<file path="config.mk">
export PLATFORM = sky130hd
export DESIGN_NAME = data_axi_responder
export DESIGN_NICKNAME = d
export VERILOG_FILES = /design/src/rtl/axi_defs.sv /design/src/rtl/data_axi_responder.sv
export SDC_FILE = /design/constraint.sdc
export NUM_CORES = 1
export LEC_CHECK = 0
export BUFFER_PORTS_ARGS = -buffer_cell sky130_fd_sc_hd__buf_4
export CAP_MARGIN = 20
export CORE_ASPECT_RATIO = 0.7
export CORE_MARGIN = 10
export CORE_UTILIZATION = 30
export CTS_BUF_LIST = sky130_fd_sc_hd__clkbuf_8
export DETAILED_ROUTE_END_ITERATION = 12
export SLEW_MARGIN = 10
export SYNTH_ARGS = -nofsm -noshare
export SYNTH_HDL_FRONTEND = slang
export SYNTH_SLANG_ARGS = --single-unit
</file>
<file path="constraint.sdc">
create_clock -name clk -period 4.06 [get_ports clk]
set_input_delay 0.812 -clock clk [delete_from_list [all_inputs] [get_ports clk]]
set_output_delay 0.812 -clock clk [all_outputs]
set_load 0.02 [all_outputs]
</file>
<file path="src/rtl/axi_defs.sv">
// ---------------------------------------------------------------------------
// axi_defs
//   Shared definitions for the CPU-side SRAM-like to AXI responders.
//   Holds the responder FSM encoding, the AXI size and burst codes, the fixed
//   transaction IDs for the instruction and data ports, and a helper that
//   maps the datapath size code onto the AXI AxSIZE field.
//   The package has no ports.
// ---------------------------------------------------------------------------
package axi_defs;

    // Responder FSM encoding
    localparam logic [2:0] ST_IDLE    = 3'd0;
    localparam logic [2:0] ST_RD_ADDR = 3'd1;
    localparam logic [2:0] ST_RD_DATA = 3'd2;
    localparam logic [2:0] ST_WR_REQ  = 3'd3;
    localparam logic [2:0] ST_WR_RESP = 3'd4;
    localparam logic [2:0] ST_DONE    = 3'd5;

    typedef enum logic [2:0] {
        IDLE    = ST_IDLE,
        RD_ADDR = ST_RD_ADDR,
        RD_DATA = ST_RD_DATA,
        WR_REQ  = ST_WR_REQ,
        WR_RESP = ST_WR_RESP,
        DONE    = ST_DONE
    } respState_e;

    // AXI AxSIZE codes (bytes per beat = 2**AxSIZE)
    localparam logic [2:0] AXI_SIZE_BYTE = 3'b000;
    localparam logic [2:0] AXI_SIZE_HALF = 3'b001;
    localparam logic [2:0] AXI_SIZE_WORD = 3'b010;

    // AXI AxBURST code for incrementing bursts
    localparam logic [1:0] AXI_BURST_INCR = 2'b01;

    // Fixed transaction IDs for the two CPU ports
    localparam logic [3:0] AXI_ID_INST = 4'b0000;
    localparam logic [3:0] AXI_ID_DATA = 4'b0001;

    // The datapath size code (0 byte, 1 half, 2 word) already matches the
    // low bits of AxSIZE; widening it keeps the mapping in one place.
    function automatic logic [2:0] axiSize(input logic [1:0] memSize);
        return {1'b0, memSize};
    endfunction

endpackage

</file>
<file path="src/rtl/data_axi_responder.sv">
// ---------------------------------------------------------------------------
// data_axi_responder
//   Turns one SRAM-like request from the CPU memory stage into one single-beat
//   AXI read or write and freezes the pipeline until that transaction has
//   completed. The instruction side uses another instance with AXI_ID set to
//   AXI_ID_INST.
//
// Ports
//   clk, rst         clock; asynchronous active-high reset shared with the
//                    interconnect
//   mem_en           request valid (already masked by exception flush)
//   mem_wen[3:0]     byte enables; nonzero means write, zero means read
//   mem_size[1:0]    0 byte, 1 half, 2 word
//   mem_addr         byte address, forwarded unmodified to the bus
//   mem_wdata        write data, already lane-aligned
//   longest_stall    global pipeline freeze from the hazard unit
//   mem_rdata        registered read result, held until the next read
//   stall_from_mem   request in progress (combinational)
//   ar*/r*           AXI read address / read data channels
//   aw*/w*/b*        AXI write address / write data / write response channels
// ---------------------------------------------------------------------------
module data_axi_responder
    import axi_defs::*;
#(
    parameter logic [3:0] AXI_ID = AXI_ID_DATA,
    parameter int         ADDR_W = 32,
    parameter int         DATA_W = 32
) (
    input  logic              clk,
    input  logic              rst,

    // Datapath memory-stage interface
    input  logic              mem_en,
    input  logic [3:0]        mem_wen,
    input  logic [1:0]        mem_size,
    input  logic [ADDR_W-1:0] mem_addr,
    input  logic [DATA_W-1:0] mem_wdata,
    input  logic              longest_stall,
    output logic [DATA_W-1:0] mem_rdata,
    output logic              stall_from_mem,

    // AXI read address channel
    output logic [3:0]        arid,
    output logic [ADDR_W-1:0] araddr,
    output logic [7:0]        arlen,
    output logic [2:0]        arsize,
    output logic              arvalid,
    input  logic              arready,

    // AXI read data channel
    input  logic [3:0]        rid,
    input  logic [DATA_W-1:0] rdata,
    input  logic [1:0]        rresp,
    input  logic              rlast,
    input  logic              rvalid,
    output logic              rready,

    // AXI write address channel
    output logic [3:0]        awid,
    output logic [ADDR_W-1:0] awaddr,
    output logic [7:0]        awlen,
    output logic [2:0]        awsize,
    output logic              awvalid,
    input  logic              awready,

    // AXI write data channel
    output logic [3:0]        wid,
    output logic [DATA_W-1:0] wdata,
    output logic [3:0]        wstrb,
    output logic              wlast,
    output logic              wvalid,
    input  logic              wready,

    // AXI write response channel
    input  logic [3:0]        bid,
    input  logic [1:0]        bresp,
    input  logic              bvalid,
    output logic              bready
);

    respState_e        state;

    // Request fields captured in IDLE; the bus sees these, never the live
    // datapath inputs, so a flush mid-transaction cannot corrupt it.
    logic [ADDR_W-1:0] latchedAddr;
    logic [1:0]        latchedSize;
    logic [DATA_W-1:0] latchedWdata;
    logic [3:0]        latchedWen;

    // AW and W complete independently; each flag remembers its handshake.
    logic              awDone;
    logic              wDone;
    logic              awDoneNext;
    logic              wDoneNext;

    // Response IDs, error codes and rlast are intentionally not acted on:
    // every transaction is single-beat and bus errors raise no exception.
    logic              unusedSignals;
    assign unusedSignals = ^{rid, rresp, rlast, bid, bresp};

    // Handshake outcome of the current cycle folded into the done flags, so
    // that AW and W completing on the same edge moves straight to WR_RESP.
    assign awDoneNext = awDone | (awvalid & awready);
    assign wDoneNext  = wDone  | (wvalid  & wready);

    // Freeze the pipeline in the request cycle itself, and release it in
    // DONE so the stage can advance while the result is presented.
    assign stall_from_mem = ((state == IDLE) && mem_en) ||
                            ((state != IDLE) && (state != DONE));

    // Fixed single-beat fields
    assign arid   = AXI_ID;
    assign awid   = AXI_ID;
    assign wid    = AXI_ID;
    assign arlen  = 8'd0;
    assign awlen  = 8'd0;
    assign wlast  = 1'b1;
    assign araddr = latchedAddr;
    assign awaddr = latchedAddr;
    assign arsize = axiSize(latchedSize);
    assign awsize = axiSize(latchedSize);
    assign wdata  = latchedWdata;
    assign wstrb  = latchedWen;

    // NOTE: state and every registered output use non-blocking assignments so
    // all of them update together from the values sampled at this clock edge.
    always_ff @(posedge clk or posedge rst) begin
        if (rst) begin
            // NOTE: the data-path registers are reset too, not just the
            // control state: mem_rdata and the latched fields must read as
            // zero after reset, including a reset that hits mid-transaction.
            state        <= IDLE;
            arvalid      <= 1'b0;
            rready       <= 1'b0;
            awvalid      <= 1'b0;
            wvalid       <= 1'b0;
            bready       <= 1'b0;
            awDone       <= 1'b0;
            wDone        <= 1'b0;
            latchedAddr  <= '0;
            latchedSize  <= '0;
            latchedWdata <= '0;
            latchedWen   <= '0;
            mem_rdata    <= '0;
        end else begin
            case (state)
                IDLE: begin
                    if (mem_en) begin
                        latchedAddr <= mem_addr;
                        latchedSize <= mem_size;
                        if (mem_wen == 4'b0000) begin
                            arvalid <= 1'b1;
                            state   <= RD_ADDR;
                        end else begin
                            latchedWdata <= mem_wdata;
                            latchedWen   <= mem_wen;
                            awvalid      <= 1'b1;
                            wvalid       <= 1'b1;
                            awDone       <= 1'b0;
                            wDone        <= 1'b0;
                            state        <= WR_REQ;
                        end
                    end
                end

                RD_ADDR: begin
                    if (arready) begin
                        arvalid <= 1'b0;
                        rready  <= 1'b1;
                        state   <= RD_DATA;
                    end
                end

                RD_DATA: begin
                    if (rvalid) begin
                        mem_rdata <= rdata;
                        rready    <= 1'b0;
                        state     <= DONE;
                    end
                end

                WR_REQ: begin
                    // Each valid drops on its own handshake and is never
                    // re-raised for this request.
                    if (awready) begin
                        awvalid <= 1'b0;
                    end
                    if (wready) begin
                        wvalid <= 1'b0;
                    end
                    awDone <= awDoneNext;
                    wDone  <= wDoneNext;
                    if (awDoneNext && wDoneNext) begin
                        bready <= 1'b1;
                        state  <= WR_RESP;
                    end
                end

                WR_RESP: begin
                    if (bvalid) begin
                        bready <= 1'b0;
                        state  <= DONE;
                    end
                end

                DONE: begin
                    // While frozen the same request is still on mem_en, so
                    // only leave once the pipeline has actually advanced.
                    if (!longest_stall) begin
                        state <= IDLE;
                    end
                end

                default: begin
                    state <= IDLE;
                end
            endcase
        end
    end

endmodule

</file>
==> impl_metrics.toml <==
[clock_network]
cts_buffers = 9
cts_setup_buffers = 0
cts_sinks = 112
clockRootBuffer = "clkbuf_8"
htree_levels = 3
clk_latency_ns = 0.37
cts.repair.resized = 0
cts_tree = "yes"
cts.path.max_buffers = 2
clkTransAtPathRegs_ns = 0.10
hold_buffers = 0

[synth]
synth_top_flop_cell = "dfrtp_1"
yosysTopAreaCell = "dfrtp_1"
netlist_instances = 345
ys_ff_latch = 112
synth_area_leaders = "dfrtp_1 (58%), mux2_2 (24%), buf_4 (11%)"
syn_area_mm2 = 0.00480
yosysWarnings = 0
ys_seq_area_share_pct = 58.3
synth-edff-count = 0
yosys-top-cells-count = "dfrtp_1 (112), mux2_2 (103), buf_4 (69), buf_2 (10), nand2_1 (9)"
ys_types = 23
synth_top_area_share_pct = 58.3
async_reset_ff_share_pct = 100
avgSynthCellArea_um2 = 13.9
synth.most_common_cell = "dfrtp_1"

[route]
avgViaCountPerCell = 4.26
wire_per_inst_um = 17.7
drc_errors = 0
dr.pass1.iters = 4
final_antenna_net_count = 0
num_vias = 3266
drt-initial-drc-count = 106
routed_wl_um = 13600

[floorplan]
start_util_pct = 30.8
ios = 297
dieArea_mm2 = 0.0216
fp-row-count = 38
core_mm2 = 0.0156
die_h_um = 126
die_width_um = 171

[critical_path]
rr_endpoint = "wdata[10]"
worstRegToRegCells = 5
rr_startpoint = "state[0]"
worstSetupStartpointType = "flip-flop"
required_ns = 4.32
critPathLaunch = "state[0]"
end_kind = "flip-flop"
path_class = "reg2reg"
rrSetupSlack_ns = 1.65
path_max_fanout = 40
cp.arrival_ns = 2.66

[finish]
multi_input_area_mm2 = 0.00153
area_growth_pct = 39.9
antenna_cells = 0
nFillCells = 1461
stdcell_area_mm2 = 0.00672
drive_above_1_share_pct = 66.5
nNetsFinal = 686
regArea_mm2 = 0.00280

[sta]
setup_viol = 0
finalCriticalPeriod_ns = 2.41
worst_slack_ns = 1.65
slew_headroom_pct = 49.6
skew_ns = 0.0142
worst_pin_slew_ns = 0.755
setup_tns_ns = 0
max_freq_mhz = 415
hold_violations = 0
finalCritPeriodShare_pct = 59.3
hold-worst-slack_ns = 0.510
rsz0062_at_grt = "no"
drv_slew = 0

[placement]
port-buffer-count = 252
pre_cts_slack_ns = 1.32
dpl.hpwl_um = 10900
place_congestion = 0.773
placed_area_mm2 = 0.00653

[global_routing]
grt_overflow = 0
antenna_found_initial = 0
grt_pass1_vias = 3480
grt_max_degree = 59
grt_util_all_layers_pct = 11.8
grt_pass1_wl_um = 20400

[worst_hold_path]
min_from = "wDone"
holdPathEnd = "wDone"
hold_class = "reg2reg"
min_path_cells = 2

[power]
p_per_area_mw_per_mm2 = 879
peakVddDrop_mv = 0.342
total_leakage_power_nw = 3.27
power.total_mw = 5.91

[run]
cap_viol_max_count = 0

[outcome]
status = "finished clean"
## flip-flops by register name, summed over array words and instances (netlist names)
name	cells
wDone	1
wstrb	4
awvalid	1
wdata	32
rready	1
latchedSize	2
mem_rdata	32
arvalid	1
awDone	1
araddr	32
state	3
wvalid	1
bready	1
## metal layers
metal  wire length, µm  GRT usage (%)  up-vias
met5                 0              0        -
met4               102           2.45        0
met3              1790           6.62        9
met2              6460           19.3      159
li1                  -              -     1519
met1              5260           13.3     1579
## metrics by stage
step / std cells / utilization, %
5_1_grt: 767 / 43.1
2_1_floorplan: 374 / -
3_3_place_gp: 751 / 41.9
6_report: 767 / 43.1
3_5_place_dp: 751 / 41.9
4_1_cts: 767 / 43.1
## power breakdown
part	switching (mW)	internal, mW
sequential	0.386	1.68
clock	0.397	0.251
combinational	1.67	1.52
## how the worst max path moves through the flow
stage / slack [ns] / to / depth (start not counted)
floorplan: 0.29 / araddr[0] / 1
global placement: 1.38 / wdata[15] / 6
detailed placement: 1.32 / wdata[10] / 6
CTS: 1.62 / wdata[10] / 5
global route: 1.51 / wdata[10] / 5
finish: 1.65 / wdata[10] / 5
## placed cells by master, fill, tap and decap left out, types with 2 or more instances in the layout
cell type  netlist  final
buf_4           69    255
dfrtp_1        112    112
mux2_2         103    103
conb_1           2     31
clkbuf_8         0     10
nand2_1          9      9
nor2_1           8      8
a21oi_1          7      7
o21ai_0          5      5
inv_1            4      3
a31oi_1          3      3
inv_6            0      3
nor3_1           2      2
## cells by family (layout without fill, tap and decap cells)
family | count (synthesis) | after routing | synth area share [%]
muxes | 103 | 103 | 24.1
AOI/OAI and AO/OA | 20 | 20 | 2.47
DFF | 112 | 112 | 58.3
buffers and inverters | 83 | 276 | 12.1
other | 2 | 31 | 0.156
and+or+nand+nor | 25 | 25 | 2.74
## critical path, stage by stage (launching register included)
cell and delay [ns]:
dfrtp_1 0.53, nor4b_4 0.29, buf_4 0.45, and2b_1 0.19, buf_4 0.42, mux2_2 0.40
## area by class of cell
cell class              count  area share (%)
repair buffers            256            28.8
clock inverters             6           0.745
multi-input cells         179            22.7
clock buffers              10            2.05
well taps                 200            3.72
inverters                   4           0.261
flip-flops and latches    112            41.7
(Power assumes the default switching activity.)
